File: config.mk
export PLATFORM = sky130hd
export DESIGN_NAME = receive_engine
export DESIGN_NICKNAME = d
export VERILOG_FILES = /design/src/rtl/receive_engine_pkg.sv /design/src/rtl/receive_engine_bit_timer.sv /design/src/rtl/receive_engine.sv
export SDC_FILE = /design/constraint.sdc
export NUM_CORES = 1
export LEC_CHECK = 0
export BUFFER_PORTS_ARGS = -buffer_cell sky130_fd_sc_hd__buf_2
export CAP_MARGIN = 20
export CORE_UTILIZATION = 58
export CTS_CLUSTER_SIZE = 16
export DETAILED_ROUTE_END_ITERATION = 7
export HOLD_SLACK_MARGIN = 0.05
export PLACE_DENSITY = 0.89
export SETUP_SLACK_MARGIN = 0.4
export SLEW_MARGIN = 15
export SYNTH_ARGS = -nofsm -noshare
export SYNTH_HDL_FRONTEND = slang
export SYNTH_SLANG_ARGS = --single-unit
File: constraint.sdc
create_clock -name clk -period 2.6 [get_ports clk]
set_input_delay 0 -clock clk [delete_from_list [all_inputs] [get_ports clk]]
set_output_delay 0 -clock clk [all_outputs]
set_load 0.005 [all_outputs]
File: src/rtl/receive_engine_pkg.sv
// Shared UART receive definitions: FSM states, bit-time width, frame decode.
package receive_engine_pkg;

  localparam int RX_KW_DEFAULT = 19;

  typedef enum logic [1:0] {
    ST_IDLE  = 2'd0,
    ST_START = 2'd1,
    ST_DATA  = 2'd2,
    ST_DONE  = 2'd3
  } rx_state_e;

  typedef struct packed {
    logic [7:0] data;
    logic       perr;
    logic       ferr;
  } rx_char_t;

  // Bits sampled after the start bit, stop included: 8..10.
  function automatic logic [3:0] frame_bits(input logic eight, input logic pen);
    return 4'd8 + {3'd0, eight} + {3'd0, pen};
  endfunction

  // Bits enter the shift register at the top, so a short frame sits in the
  // upper n bits; shifting down by 10-n puts the first data bit at bit 0.
  function automatic rx_char_t decode_frame(input logic [9:0] sr, input logic eight,
                                            input logic pen, input logic ohel);
    logic [3:0] n;
    logic [9:0] a;
    logic       par;
    rx_char_t   r;
    n      = frame_bits(eight, pen);
    a      = sr >> (4'd10 - n);
    r.data = eight ? a[7:0] : {1'b0, a[6:0]};
    par    = eight ? a[8] : a[7];
    r.perr = pen & (par != (^r.data ^ ohel));
    r.ferr = ~a[n - 4'd1];
    return r;
  endfunction

endpackage

File: src/rtl/receive_engine_bit_timer.sv
// Bit-time counter with half-period and full-period terminal flags against k.
module uart_bit_timer #(
  parameter int KW = 19
) (
  input  logic          clk,
  input  logic          rst,
  input  logic          clr_i,
  input  logic          en_i,
  input  logic [KW-1:0] k_i,
  output logic          half_o,
  output logic          full_o
);

  logic [KW-1:0] cnt_q;

  // Clear wins over enable so the FSM can restart a bit period on the terminal cycle.
  always_ff @(posedge clk) begin
    if (rst || clr_i) cnt_q <= '0;
    else if (en_i)    cnt_q <= cnt_q + 1'b1;
  end

  assign half_o = (cnt_q == (k_i >> 1));
  assign full_o = (cnt_q == k_i);

endmodule

File: src/rtl/receive_engine.sv
// UART receive engine: synchronise rx, sample mid-bit, deliver char + status.
module receive_engine
  import receive_engine_pkg::*;
#(
  parameter int KW = RX_KW_DEFAULT
) (
  input  logic          clk,
  input  logic          rst,
  input  logic          rx,
  input  logic          eight,
  input  logic          pen,
  input  logic          ohel,
  input  logic [KW-1:0] k,
  input  logic          read,
  output logic [7:0]    rx_data,
  output logic          rxrdy,
  output logic          perr,
  output logic          ferr,
  output logic          ovf
);

  rx_state_e  state_q, state_d;
  logic       rx_meta_q, rx_s_q;
  logic [3:0] bit_cnt_q;
  logic [9:0] sr_q;
  logic [7:0] rx_data_q;
  logic       rxrdy_q, perr_q, ferr_q, ovf_q;

  logic       tmr_clr, tmr_en, tmr_half, tmr_full;
  logic       shift, bit_clr, done;
  logic [3:0] n;
  rx_char_t   rxc;

  assign n   = frame_bits(eight, pen);
  assign rxc = decode_frame(sr_q, eight, pen, ohel);

  uart_bit_timer #(.KW(KW)) u_timer (
    .clk    (clk),
    .rst    (rst),
    .clr_i  (tmr_clr),
    .en_i   (tmr_en),
    .k_i    (k),
    .half_o (tmr_half),
    .full_o (tmr_full)
  );

  // Two-flop synchroniser for the asynchronous serial line; idles high.
  always_ff @(posedge clk) begin
    if (rst) begin
      rx_meta_q <= 1'b1;
      rx_s_q    <= 1'b1;
    end else begin
      rx_meta_q <= rx;
      rx_s_q    <= rx_meta_q;
    end
  end

  // FSM state register.
  always_ff @(posedge clk) begin
    if (rst) state_q <= ST_IDLE;
    else     state_q <= state_d;
  end

  // Next state and datapath strobes; the timer restarts at every sample point.
  always_comb begin
    state_d = state_q;
    tmr_clr = 1'b0;
    tmr_en  = 1'b0;
    shift   = 1'b0;
    bit_clr = 1'b0;
    done    = 1'b0;
    unique case (state_q)
      ST_IDLE: begin
        tmr_clr = 1'b1;
        if (!rx_s_q) state_d = ST_START;
      end
      ST_START: begin
        tmr_en = 1'b1;
        if (tmr_half) begin
          tmr_clr = 1'b1;
          bit_clr = 1'b1;
          // A line back high at mid-start is a glitch; drop it silently.
          state_d = rx_s_q ? ST_IDLE : ST_DATA;
        end
      end
      ST_DATA: begin
        tmr_en = 1'b1;
        if (tmr_full) begin
          tmr_clr = 1'b1;
          shift   = 1'b1;
          if (bit_cnt_q == n - 4'd1) state_d = ST_DONE;
        end
      end
      ST_DONE: begin
        done    = 1'b1;
        state_d = ST_IDLE;
      end
      default: state_d = ST_IDLE;
    endcase
  end

  // Shift register and sampled-bit counter.
  always_ff @(posedge clk) begin
    if (rst) begin
      sr_q      <= '0;
      bit_cnt_q <= '0;
    end else begin
      if (bit_clr)    bit_cnt_q <= '0;
      else if (shift) bit_cnt_q <= bit_cnt_q + 4'd1;
      if (shift)      sr_q      <= {rx_s_q, sr_q[9:1]};
    end
  end

  // Status registers: a completing frame beats a coincident read.
  always_ff @(posedge clk) begin
    if (rst) begin
      rx_data_q <= '0;
      rxrdy_q   <= 1'b0;
      perr_q    <= 1'b0;
      ferr_q    <= 1'b0;
      ovf_q     <= 1'b0;
    end else if (done) begin
      rx_data_q <= rxc.data;
      perr_q    <= rxc.perr;
      ferr_q    <= rxc.ferr;
      rxrdy_q   <= 1'b1;
      ovf_q     <= ~read & (ovf_q | rxrdy_q);
    end else if (read && rxrdy_q) begin
      rxrdy_q <= 1'b0;
      perr_q  <= 1'b0;
      ferr_q  <= 1'b0;
      ovf_q   <= 1'b0;
    end
  end

  assign rx_data = rx_data_q;
  assign rxrdy   = rxrdy_q;
  assign perr    = perr_q;
  assign ferr    = ferr_q;
  assign ovf     = ovf_q;

endmodule
==> summary.md <==
| Metric | Value |
|---|---|
| R2R setup slack | `~520 ps` |
| Max-slew violations | `0` |
| Synthesis-stage register bit count | `~50` |
| Worst skew pair latency | `approximately 310 ps` |
| Worst Max-Slew Pin Slew | `885 ps` |
| Async S/R FF share, synth | `0%` |
| Main synth FF type | `dfxtp_1` |
| CP Cell Sequence | `xor2_1, nor4_2, nand2_1, or4_4, a31oi_4, buf_12, nor3_1` |
| Rel. slew slack | `between 40% and 50%` |
| Total CTS buffers | `5` |
| Area after DPL | `3170 sq um` |
| Syn Inst Count | `between 300 and 400` |
| Avg WL per Cell | `between 15 and 20 um` |
| Pin count of the biggest net entering global routing | `51` |
| Power Total | `0.00166 W` |
| Die Y | `74.0 um` |
| CP Capture Type | `register` |
| Fin crit share | `about four fifths` |
| Buffer depth of the longest clock path | `2` |
| Status | `finished, final reports clean` |
| CP arrival | `2240 ps` |
| Root buffer cell | `clkbuf_8` |
| Post-route insts no fill | `433` |
| GR Util met2 | `45.5%` |
| Global-route wire length before repair | `11100 um` |
| Syn nets | `368` |
| Initial core utilization | `62.0%` |
| Number of global-route vias before repair | `2423` |
| Worst Hold Class | `in2reg` |
| Leak | `about 1.4 nW` |
| CP max stage cell | `or4_4` |
| Endpoints failing hold | `0` |
| CP Launch Type | `register` |
| Final instance area | `approximately 3400 sq um` |
| RSZ-0062 raised after global routing | `yes` |
| Sink Count | `49` |
| Via count | `2552` |
| Synth area leaders | `dfxtp_1 33%, xnor2_1 9.0%, xor2_1 9.0%` |
| Core ar. | `4850 sq um` |
| Yosys cell types | `42` |
| Critical path class | `reg2reg` |
| Post-Place Cells | `just over 400` |
| Drc violations | `0` |
| Vias per Instance | `roughly 5.9` |
| Antenna diodes | `0` |
| Critical path's largest stage delay | `510 ps` |
| Share of the synthesized area in the top cell type | `32.6%` |
| Post-Syn Area per Cell | `roughly 9 sq um` |
| Port Buffers | `37` |
| CP Max Fanout | `19` |
| Pre-antenna DRT Iters | `4` |
| Gr ovfl total | `0` |
| Gr usage total | `26.6%` |
| Die area | `5480 sq um` |
| Initial antenna violation count | `0` |
| Die W | `74.0 um` |
| H-Tree Depth | `2` |
| Fin crit period | `2080 ps` |
| Max VDD drop | `0.241 mV` |
| Final setup fails | `0` |
| Total routed wirelength | `7020 um` |
| Num rows | `25` |
| Met1 Use GR | `around 32%` |
| CTS tree | `yes` |
| Nets@finish | `400` |
| MaxCap Viol Count | `0` |
| Global-route layer with the greatest usage | `met2` |
| Clock skew | `9.94 ps` |
| Routability cong. | `between 0.8 and 0.9` |
| Sequential area share after synthesis | `32.6%` |
| WP data required | `2750 ps` |
| Drt initial violations | `184` |
| Ys Warns | `0` |
| Power Density | `481 nW/um^2` |
| IO Count | `38` |
| Met3 Track Usage GR | `4.74%` |
| Setup_tns | `0 ps` |
| Yosys top cell by area | `dfxtp_1` |
| Detail Placement HPWL | `between 4000 and 5000 um` |
| Reg clk slew, reported paths | `about 90 ps` |
| Post-Syn Area | `3010 sq um` |
| Post-synth EDFFs | `0` |
| F_max | `~480 MHz` |
| Share of cells above drive strength 1 | `21.9%` |
| Area delta synth->final | `14.7%` |
| Routed Antenna Nets | `0` |
## cell type report
cell class	count	area, sq um
Multi-Input combinational cell	247	1880
Sequential cell	49	991
Clock buffer	5	68.8
Clock inverter	3	65.1
Tap cell	67	83.8
Inverter	9	33.8
Timing Repair Buffer	53	328
Fill cell	339	1400
## worst paths after layout
check                   startpoint  cells after the start          endpoint
setup / recovery  u_timer.cnt_q[2]                      7  u_timer.cnt_q[7]
hold / removal                ohel                      5              perr
setup reg to reg  u_timer.cnt_q[2]                      7  u_timer.cnt_q[7]
hold reg to reg          rx_meta_q                      1            rx_s_q
## cell usage in the layout, fill, tap and decap left out, types with 8 or more instances in the layout
master / instances
buf_2: 37
buf_4: 11
dfxtp_1: 43
ha_1: 8
mux2i_1: 22
nand2_1: 15
nand4_1: 15
nor2_1: 28
nor3_1: 24
xnor2_1: 31
xor2_1: 31
## power breakdown
group	internal [W]	leakage [nW]	switching [W]
sequential	0.000757	0.398	0.00000731
clock	0.000382	0.0681	0.000263
combinational	0.000118	0.914	0.000133
total	0.00126	1.38	0.000404
## flip-flops by register name, summed over array words and instances (netlist names), named ones only
signal and flops:
state_q 1, ovf 1, rxrdy 1, sr_q 10, u_timer.cnt_q 19, perr 1
ferr 1, rx_s_q 1, bit_cnt_q 4, rx_data 8, rx_meta_q 1
## layer usage
layer	up-vias	share of wire, %
li1	1210	-
met1	1235	44
met2	86	49
met3	21	4.0
met4	0	2.8
met5	-	0
## worst max-delay path: cells and delay by family, from the launching register on
family	cells	cell delay [ps]
AOI/OAI and AO/OA	1	200
xor gates and xnor gates	1	180
buffers and inverters	1	180
DFF	1	340
and+or+nand+nor	4	1010
## Yosys cell counts (6+ instances only)
| cell type | number |
|---|---|
| xnor2_1 | 31 |
| nor2_1 | 29 |
| buf_2 | 7 |
| dfxtp_1 | 49 |
| nand4_1 | 15 |
| nand3_1 | 7 |
| xor2_1 | 31 |
| nor3_1 | 24 |
| nor2b_1 | 7 |
| nand2_1 | 15 |
| nor4_1 | 6 |
| ha_1 | 9 |
| mux2i_1 | 22 |
| clkbuf_1 | 14 |
| inv_1 | 9 |
## kinds of logic after synthesis
kind of cell,share of synthesized area (%)
AOI/OAI and AO/OA,5.99
xor gates and xnor gates,19.6
adders and majority gates,3.74
buffers and inverters,6.03
DFF,32.6
muxes,11.1
and+or+nand+nor,21.0
## metrics by stage
stage	hold WS [ps]	utilization (%)	worst slack, ps
floorplan	104	-	517
global placement	185	65.5	382
detailed placement	193	65.5	267
CTS	281	69.3	409
global route	326	71.1	371
finish	278	71.1	516
## repair_timing
action,4_1_cts,5_1_grt
gates cloned,0,0
pin swaps,0,6
buffers inserted,0,6
hold endpoints to repair,4,0
hold buffers,4,0
gates resized for setup,4,14
setup endpoints to repair,19,22
(Power assumes the default switching activity.)
